**config.mk**
```make
export PLATFORM = sky130hd
export DESIGN_NAME = amux_sel_ctrl_flat
export DESIGN_NICKNAME = d
export VERILOG_FILES = /design/src/rtl/amux_sel_ctrl_if.sv /design/src/rtl/amux_sel_ctrl.sv /design/src/flat_wrapper.sv
export SDC_FILE = /design/constraint.sdc
export NUM_CORES = 1
export LEC_CHECK = 0
export ABC_AREA = 1
export ABC_CLOCK_PERIOD_IN_PS = 3200
export CAP_MARGIN = 10
export CORE_ASPECT_RATIO = 1.1
export CORE_UTILIZATION = 55
export DETAILED_ROUTE_END_ITERATION = 7
export DONT_BUFFER_PORTS = 1
export PLACE_DENSITY = 0.7
export SYNTH_ARGS = -nofsm -noshare
export SYNTH_HDL_FRONTEND = slang
export SYNTH_SLANG_ARGS = --single-unit
```
**constraint.sdc**
```tcl
create_clock -name clk -period 3.2 [get_ports clk]
set_input_delay 0.48 -clock clk [delete_from_list [all_inputs] [get_ports clk]]
set_output_delay 0.48 -clock clk [all_outputs]
set_load 0.02 [all_outputs]
```
**src/rtl/amux_sel_ctrl_if.sv**
```systemverilog
// Request/response bundle between the trim/config logic (master) and the analog-mux
// select sequencer (slave).
interface amux_sel_ctrl_if #(
  parameter int SEL_W = 5
);
  logic             req_valid;
  logic             req_ready;
  logic [SEL_W-1:0] req_sel;
  logic             req_en;
  logic [SEL_W-1:0] sel_a;
  logic             sel_en;
  logic             busy;
  logic             done;
  logic             scan_start;
  logic             scan_stop;
  logic             scan_tick;

  modport master (
    output req_valid, req_sel, req_en, scan_start, scan_stop,
    input  req_ready, sel_a, sel_en, busy, done, scan_tick
  );

  modport slave (
    input  req_valid, req_sel, req_en, scan_start, scan_stop,
    output req_ready, sel_a, sel_en, busy, done, scan_tick
  );
endinterface

```
**src/rtl/amux_sel_ctrl.sv**
```systemverilog
// Break-before-make sequencer for the 5:32 analog-mux decoder select/enable.
// Optional auto-scan mode is built only when AMUX_SCAN_EN is defined.
module amux_sel_ctrl #(
  parameter int SEL_W      = 5,
  parameter int BBM_CYC    = 4,
  parameter int SETTLE_CYC = 16,
  parameter int SCAN_DWELL = 256
) (
  input  logic           clk,
  input  logic           rst_n,
  amux_sel_ctrl_if.slave bus
);

  localparam int CNT_MAX_A = (BBM_CYC > SETTLE_CYC) ? BBM_CYC : SETTLE_CYC;
  localparam int CNT_MAX   = (CNT_MAX_A > SCAN_DWELL) ? CNT_MAX_A : SCAN_DWELL;
  localparam int CNT_W     = $clog2(CNT_MAX + 1);

  typedef enum logic [2:0] {
    S_IDLE, S_BREAK, S_SWITCH, S_MAKE, S_DONE, S_DWELL, S_HOLD
  } state_t;

  state_t           state_reg, state_next;
  logic [CNT_W-1:0] cnt_reg, cnt_next;
  logic [SEL_W-1:0] code_reg, code_next;
  logic             en_reg, en_next;
  logic             fast_reg, fast_next;
  logic [SEL_W-1:0] sel_a_reg, sel_a_next;
  logic             sel_en_reg, sel_en_next;
  logic             done_reg, done_next;
  logic             ready_reg, ready_next;
  logic             busy_reg, busy_next;

  logic             scan_req;
  logic             scan_active;
  logic             stop_hit;
  logic             accept;
  logic             scan_launch;

  assign accept      = (state_reg == S_IDLE) && ready_reg && bus.req_valid;
  assign scan_launch = (state_reg == S_IDLE) && ready_reg && !bus.req_valid && scan_req;

  always_ff @(posedge clk or negedge rst_n) begin
    if (!rst_n) begin
      state_reg  <= S_IDLE;
      cnt_reg    <= '0;
      code_reg   <= '0;
      en_reg     <= 1'b0;
      fast_reg   <= 1'b0;
      sel_a_reg  <= '0;
      sel_en_reg <= 1'b0;
      done_reg   <= 1'b0;
      ready_reg  <= 1'b0;
      busy_reg   <= 1'b0;
    end else begin
      state_reg  <= state_next;
      cnt_reg    <= cnt_next;
      code_reg   <= code_next;
      en_reg     <= en_next;
      fast_reg   <= fast_next;
      sel_a_reg  <= sel_a_next;
      sel_en_reg <= sel_en_next;
      done_reg   <= done_next;
      ready_reg  <= ready_next;
      busy_reg   <= busy_next;
    end
  end

  always_comb begin
    state_next = state_reg;
    cnt_next   = cnt_reg + 1'b1;
    code_next  = code_reg;
    en_next    = en_reg;
    fast_next  = fast_reg;
    unique case (state_reg)
      S_IDLE: begin
        cnt_next = '0;
        if (accept) begin
          code_next  = bus.req_sel;
          en_next    = bus.req_en;
          // Already enabled on the requested code: nothing to switch.
          fast_next  = (bus.req_sel == sel_a_reg) && sel_en_reg && bus.req_en;
          state_next = fast_next ? S_SWITCH : S_BREAK;
        end else if (scan_launch) begin
          code_next  = '0;
          en_next    = 1'b1;
          fast_next  = 1'b0;
          state_next = S_BREAK;
        end
      end
      S_BREAK:  if (cnt_reg == CNT_W'(BBM_CYC - 1)) state_next = S_SWITCH;
      S_SWITCH: state_next = (en_reg && !fast_reg) ? S_MAKE : S_DONE;
      S_MAKE: begin
        if (cnt_reg == CNT_W'(SETTLE_CYC - 1))
          state_next = scan_active ? S_DWELL : S_DONE;
      end
      S_DWELL: begin
        if (cnt_reg == CNT_W'(SCAN_DWELL - 1)) begin
          if (stop_hit) begin
            state_next = S_HOLD;
          end else begin
            code_next  = code_reg + 1'b1;
            state_next = S_BREAK;
          end
        end
      end
      S_HOLD:  state_next = S_DONE;
      S_DONE:  state_next = S_IDLE;
      default: state_next = S_IDLE;
    endcase
    if (state_next != state_reg) cnt_next = '0;
  end

  // Output registers are loaded on state transitions, so sel_a and sel_en never move together.
  always_comb begin
    sel_a_next  = sel_a_reg;
    sel_en_next = sel_en_reg;
    done_next   = 1'b0;
    busy_next   = (state_next != S_IDLE);
    ready_next  = (state_next == S_IDLE);
    if (state_next != state_reg) begin
      unique case (state_next)
        S_BREAK:  sel_en_next = 1'b0;
        S_SWITCH: if (state_reg == S_BREAK) sel_a_next = code_reg;
        S_MAKE:   sel_en_next = 1'b1;
        S_DONE:   done_next = 1'b1;
        default:  ;
      endcase
    end
  end

  assign bus.sel_a     = sel_a_reg;
  assign bus.sel_en    = sel_en_reg;
  assign bus.done      = done_reg;
  assign bus.req_ready = ready_reg;
  assign bus.busy      = busy_reg;

`ifdef AMUX_SCAN_EN
  logic scan_reg, scan_next;
  logic stop_reg, stop_next;
  logic tick_reg, tick_next;

  assign scan_req    = bus.scan_start;
  assign scan_active = scan_reg;
  assign stop_hit    = stop_reg | bus.scan_stop;

  always_ff @(posedge clk or negedge rst_n) begin
    if (!rst_n) begin
      scan_reg <= 1'b0;
      stop_reg <= 1'b0;
      tick_reg <= 1'b0;
    end else begin
      scan_reg <= scan_next;
      stop_reg <= stop_next;
      tick_reg <= tick_next;
    end
  end

  // A stop request is remembered until the next end-of-dwell consumes it.
  always_comb begin
    scan_next = scan_reg;
    stop_next = stop_reg | bus.scan_stop;
    tick_next = (state_reg == S_DWELL) && (state_next != S_DWELL);
    if (state_next == S_IDLE) scan_next = 1'b0;
    if (scan_launch) begin
      scan_next = 1'b1;
      stop_next = bus.scan_stop;
    end
    if ((state_reg == S_DWELL) && (state_next == S_HOLD)) stop_next = 1'b0;
  end

  assign bus.scan_tick = tick_reg;
`else
  logic scan_unused;

  assign scan_req      = 1'b0;
  assign scan_active   = 1'b0;
  assign stop_hit      = 1'b0;
  assign scan_unused   = bus.scan_start | bus.scan_stop;
  assign bus.scan_tick = 1'b0;
`endif

endmodule

```
**src/flat_wrapper.sv**
```systemverilog
// flat-port wrapper written by rule: the top's interface ports become plain ports
module amux_sel_ctrl_flat 
#(
  parameter int SEL_W      = 5,
  parameter int BBM_CYC    = 4,
  parameter int SETTLE_CYC = 16,
  parameter int SCAN_DWELL = 256
)
  (clk, rst_n, bus_req_valid, bus_req_sel, bus_req_en, bus_scan_start, bus_scan_stop, bus_req_ready, bus_sel_a, bus_sel_en, bus_busy, bus_done, bus_scan_tick);
  amux_sel_ctrl_if #(.SEL_W(SEL_W)) bus_i ();
  input  logic clk;
  input  logic rst_n;
  input wire logic [$bits(bus_i.req_valid)-1:0] bus_req_valid;
  input wire logic [$bits(bus_i.req_sel)-1:0] bus_req_sel;
  input wire logic [$bits(bus_i.req_en)-1:0] bus_req_en;
  input wire logic [$bits(bus_i.scan_start)-1:0] bus_scan_start;
  input wire logic [$bits(bus_i.scan_stop)-1:0] bus_scan_stop;
  output wire logic [$bits(bus_i.req_ready)-1:0] bus_req_ready;
  output wire logic [$bits(bus_i.sel_a)-1:0] bus_sel_a;
  output wire logic [$bits(bus_i.sel_en)-1:0] bus_sel_en;
  output wire logic [$bits(bus_i.busy)-1:0] bus_busy;
  output wire logic [$bits(bus_i.done)-1:0] bus_done;
  output wire logic [$bits(bus_i.scan_tick)-1:0] bus_scan_tick;
  assign bus_i.req_valid = bus_req_valid;
  assign bus_i.req_sel = bus_req_sel;
  assign bus_i.req_en = bus_req_en;
  assign bus_i.scan_start = bus_scan_start;
  assign bus_i.scan_stop = bus_scan_stop;
  assign bus_req_ready = bus_i.req_ready;
  assign bus_sel_a = bus_i.sel_a;
  assign bus_sel_en = bus_i.sel_en;
  assign bus_busy = bus_i.busy;
  assign bus_done = bus_i.done;
  assign bus_scan_tick = bus_i.scan_tick;
  amux_sel_ctrl #(.SEL_W(SEL_W), .BBM_CYC(BBM_CYC), .SETTLE_CYC(SETTLE_CYC), .SCAN_DWELL(SCAN_DWELL)) u_core (.clk(clk), .rst_n(rst_n), .bus(bus_i));
endmodule
```
==> Word-level counts from Yosys, hierarchy flattened <==
Index checks and enable logic that the tools add are counted.
{ "totals": {"reg_bits": 28, "wordCells": 58, "input_bits": 11} }
{ "classes": {"reduce_logical": 15, "mux": 15, "eq_ne": 16, "addsub": 2} }
{ "ops": {"columns": ["cell", "n"], "rows": [
  ["9-bit two-way mux", 2],
  ["3-bit case mux with 6 select lines", 1],
  ["3-bit two-way mux", 5],
  ["3-bit by 2-bit == test with 1-bit output (second input constant)", 4],
  ["5-bit two-way mux", 2],
  ["5-bit case mux with 2 select lines", 1],
  ["9-bit by 1-bit adder with 9-bit output (second input constant)", 1],
  ["3-bit == test (second input constant)", 3],
  ["9-bit by 2-bit == test with 1-bit output (second input constant)", 1],
  ["9-bit by 4-bit == test with 1-bit output (second input constant)", 1],
  ["9-bit by 8-bit == test with 1-bit output (second input constant)", 1],
  ["3-bit by 1-bit == test with 1-bit output (second input constant)", 2],
  ["3-bit logical NOT", 2],
  ["3-bit AND reduction", 2],
  ["5-bit by 1-bit adder with 5-bit output (second input constant)", 1],
  ["5-bit == test", 1],
  ["1-bit logical AND", 5],
  ["2-bit by 1-bit inequality test with 1-bit output (second input constant)", 2],
  ["2-bit AND reduction", 2],
  ["2-bit nonzero test", 2],
  ["3-bit inequality test", 1],
  ["3-bit nonzero test", 1],
  ["1-bit two-way mux", 2],
  ["2-bit two-way mux", 1],
  ["other kinds (2)", 2]
]} }

==> Longest topological paths before layout <==
{ "logic_depth": {"word_depth": 9, "depth_mapped": 17, "depth_no_buf": 17} }

==> Least setup slack after synthesis <==
Ideal clock, no wire load.
{ "synth_path": {"kind": "flip-flop to flip-flop", "from": "reg u_core.cnt_reg[0]", "to": "reg u_core.sel_en_reg (netlist: u_core.bus.sel_en)", "arrival_time_ns": 1.893, "synth_period_minus_slack_ns": 2.011, "setup_slack_ns": 1.189, "setup_ns": 0.118, "path_stages_with_launch": 18, "path_cell_list": "dfrtp_1 -> ha_1 -> nand2_2 -> nor2_4 -> inv_1 -> nor2_1 -> nand3_1 -> nor2_1 -> ha_1 -> inv_1 -> nand2_1 -> o21ai_1 -> o211ai_1 -> nor2_2 -> nand2_4 -> nand2_2 -> nand2_1 -> nand2_1"} }
{ "synth_between": {"elab_chain_cells": 6, "word_cells_on_any_way": 13, "classes_between": "eq/ne (6); mux (5); reduce/logical (2)"} }
{ "synth_rtl": {"columns": ["item", "line_no", "source"], "rows": [
  ["start, declared", "amux_sel_ctrl.sv:23", "logic [CNT_W-1:0] cnt_reg, cnt_next;"],
  ["start signal, assigned", "amux_sel_ctrl.sv:56", "cnt_reg <= cnt_next;"],
  ["9-bit by 8-bit == test with 1-bit output, or another cell as far along", "amux_sel_ctrl.sv:97", "if (cnt_reg == CNT_W'(SCAN_DWELL - 1)) begin"],
  ["3-bit two-way mux, on equally long branches", "amux_sel_ctrl.sv:97, amux_sel_ctrl.sv:90, amux_sel_ctrl.sv:93", null],
  ["3-bit case mux with 6 select lines *", "amux_sel_ctrl.sv:74", "unique case (state_reg)"],
  ["3-bit by 1-bit == test with 1-bit output / 3-bit by 2-bit == test with 1-bit output (equally long branches)", "amux_sel_ctrl.sv:121", "unique case (state_next)"],
  ["2-bit nonzero test (no source line)", null, null],
  ["2-bit AND reduction (no source line)", null, null],
  ["end signal, assigned", "amux_sel_ctrl.sv:61", "sel_en_reg <= sel_en_next;"],
  ["end, declared", "amux_sel_ctrl.sv:28", "logic sel_en_reg, sel_en_next;"]
]} }
Every way passes the cells marked *; elsewhere a longest branch is shown, timed or not.
A chain may end at the register's enable or synchronous reset.

==> Worst setup path in the final report <==
Same ends and word-level chain as after synthesis.

==> results.cfg <==
[outcome]
status = finished, final reports clean

[setup_path]
cp-startpoint = u_core.cnt_reg[0]$_DFF_PN0_
cp-end-kind = flop
worstSetupPathType = flop to flop
critPathMaxFanout = 10
start_kind = flop
rr_worst_depth = 17
rr_startpoint = u_core.cnt_reg[0]$_DFF_PN0_
crit_arrival_ps = 2520
required_ps = 3450

[floorplan]
coreArea_um2 = 2780
io_pins = 21
fp-row-count = 20
die-width_um = 53.7
die-area_um2 = 3160
die_y_um = 58.8
start_util_pct = 58.2

[grt]
antenna_found_initial = 0
grt_pass1_wl_um = 5380
busiest_layer = met2
grtUsageMet2_pct = 36.5
use_met1_pct = 31.3
met3_usage_pct = 4.13
grt_max_degree = 29
grt_usage_pct = 23.4
grt_pass1_vias = 1282
grt_overflow = 0

[worst_hold_path]
hp-class = input port to flop
hold_depth = 2
min_from = bus_req_en

[layout]
fillCellCount = 254
largest_reg_flops = 9
drive_gt1_share_pct = 15.3
antenna_cells = 0
nNetsFinal = 230
stdcell_count = 248
synthToLayoutAreaGrowth_pct = 7.20

[pwr]
comb_power_share_pct = 43.7
p_int_uw = 795
p_sw_share_pct = 47.7
leakagePower_nw = 0.856
clock_power_share_pct = 15.6
p_per_area_nw_per_um2 = 878
seqPwrFrac_pct = 40.7
ir_worst_vdd_mv = 0.600
p_sw_uw = 725

[cts]
clockBufferDepth = 2
clock_latency_ps = 340
clk_pin_slew_ps = 150
post_cts_buffers = 0
cts.sinks = 28
htree_levels = 1
numCtsBuffers = 3
root_buffer = clkbuf_4
cts_tree = yes

[placed_design]
dp.cells = 242
dp_hpwl_um = 2330
io_buffers = 0
gp_congestion = 0.786

[sta]
rsz0062_at_grt = no
final.setup.tns_ps = 0
slew_violations = 0
min_period_ps = 2270
final-hold-violation-count = 0
setup_violations = 0
max_freq_ghz = 0.440
clock_skew_ps = 2.61
finalCritPeriodShare_pct = 71.1

[yosys]
synth_seq_cells = 28
synthesis.area_um2 = 1620
yosysWarnings = 0
syn_avg_cell_area_um2 = 7.69
netlist_instances = 210
seq_area_frac_synth_pct = 43.4
synth_fp_nets = 224
synth_cell_types = 26

[drt]
wire_per_inst_um = 12.4
wirelength_um = 3080
detail-route-antenna-nets = 0
routed_via_density = 5.24
dr.first_iter.drc_count = 59
vias = 1299
drc = 0
first_pass_iters = 4

[job]
cap_viol_max_count = 0
==> cell usage in the layout (no fill, tap or decap), drive strengths merged, types with 2 or more instances in the layout <==
master,n
xor2,5
nand2,56
o21ai,18
dfrtp,28
inv,38
clkbuf,3
nand4,2
nand3,9
a21oi,3
nor3,10
nor2,30
ha,3
o211ai,2
==> worst max-delay path: stages (launching register included) <==
cell and delay (ps):
dfrtp_1 420, ha_1 240, nand2_2 90, nor2_4 100, inv_1 60, nor2_1 110
nand3_1 100, nor2_1 110, ha_1 150, inv_1 40, nand2_1 90, o21ai_1 70
o211ai_1 190, nor2_2 80, nand2_4 160, nand2_2 60, nand2_1 50, nand2_1 50
==> Yosys cell counts <==
cell / count / area [µm²]
nand2_1: 49 / 184
inv_1: 31 / 116
dfrtp_1: 28 / 701
nor2_1: 24 / 90.1
o21ai_0: 14 / 70.1
nand3_1: 9 / 45.0
inv_2: 7 / 26.3
nor3_2: 7 / 70.1
nand2_2: 6 / 37.5
xor2_1: 5 / 43.8
nor2_4: 4 / 45.0
o21ai_1: 4 / 20.0
a21oi_1: 3 / 15.0
ha_1: 3 / 37.5
nor3_1: 3 / 15.0
nor2_2: 2 / 12.5
o211ai_1: 2 / 15.0
a22oi_1: 1 / 7.51
a31oi_1: 1 / 6.26
buf_4: 1 / 7.51
conb_1: 1 / 3.75
nand2_4: 1 / 11.3
nand4_1: 1 / 6.26
nand4_2: 1 / 12.5
o21a_1: 1 / 7.51
xnor2_1: 1 / 8.76
==> routing by layer <==
| metal | up-vias | share of wire (%) |
|---|---|---|
| met1 | 610 | 47 |
| met4 | 0 | 1.9 |
| met2 | 26 | 47 |
| met5 | - | 0 |
| met3 | 5 | 3.9 |
| li1 | 658 | - |
==> final timing paths <==
path	slack (ps)	to
worst max register to register	930	u_core.bus.sel_en$_DFFE_PN0P_
worst min-delay path	250	u_core.en_reg$_DFFE_PN0P_
worst max-delay path	930	u_core.bus.sel_en$_DFFE_PN0P_
max in group asynchronous	2490	u_core.bus.sel_a[1]$_DFFE_PN0P_
min in group asynchronous	550	u_core.state_reg[0]$_DFF_PN0_
worst min register to register	500	u_core.cnt_reg[0]$_DFF_PN0_
==> power by group through the flow <==
stage	clock (mW)	combinational (mW)	sequential, mW
2_1_floorplan	0	0.539	0.604
3_3_place_gp	0	0.635	0.624
3_5_place_dp	0	0.653	0.628
4_1_cts	0.239	0.665	0.620
5_1_grt	0.252	0.760	0.637
6_report	0.237	0.664	0.619
==> layout make-up <==
type / count / area [µm²] / area share (%)
clock buffers: 3 / 22.5 / 1.30
clock inverters: 1 / 30.0 / 1.73
inverters: 38 / 143 / 8.24
multi-input cells: 143 / 764 / 44.1
flip-flops and latches: 28 / 701 / 40.5
well taps: 33 / 41.3 / 2.38
repair buffers: 2 / 30.0 / 1.73
==> logic make-up after synthesis <==
| family | count (synthesis) | synth area share (%) |
|---|---|---|
| other cells | 1 | 0.232 |
| xor+xnor | 6 | 3.25 |
| compound gates | 26 | 8.75 |
| fa+ha+maj | 3 | 2.32 |
| flops | 28 | 43.4 |
| simple gates | 107 | 32.8 |
| buf+inv | 39 | 9.30 |
==> stage by stage <==
step	hold slack (ps)	utilization, %	area [µm²]	worst slack (ps)	power, mW
after floorplan	184	-	1620	1190	1.14
after global placement	185	59.4	1650	983	1.26
after detailed placement	185	59.4	1650	920	1.28
after CTS	255	62.3	1730	890	1.52
after global routing	257	62.3	1730	576	1.65
final	252	62.3	1730	926	1.52
==> repair_timing <==
action | 4_1_cts | 5_1_grt
endpoints found under the hold margin | 28 | 0
hold buffers | 2 | 0
gates resized for setup | 0 | 0
(Power assumes the default switching activity.)
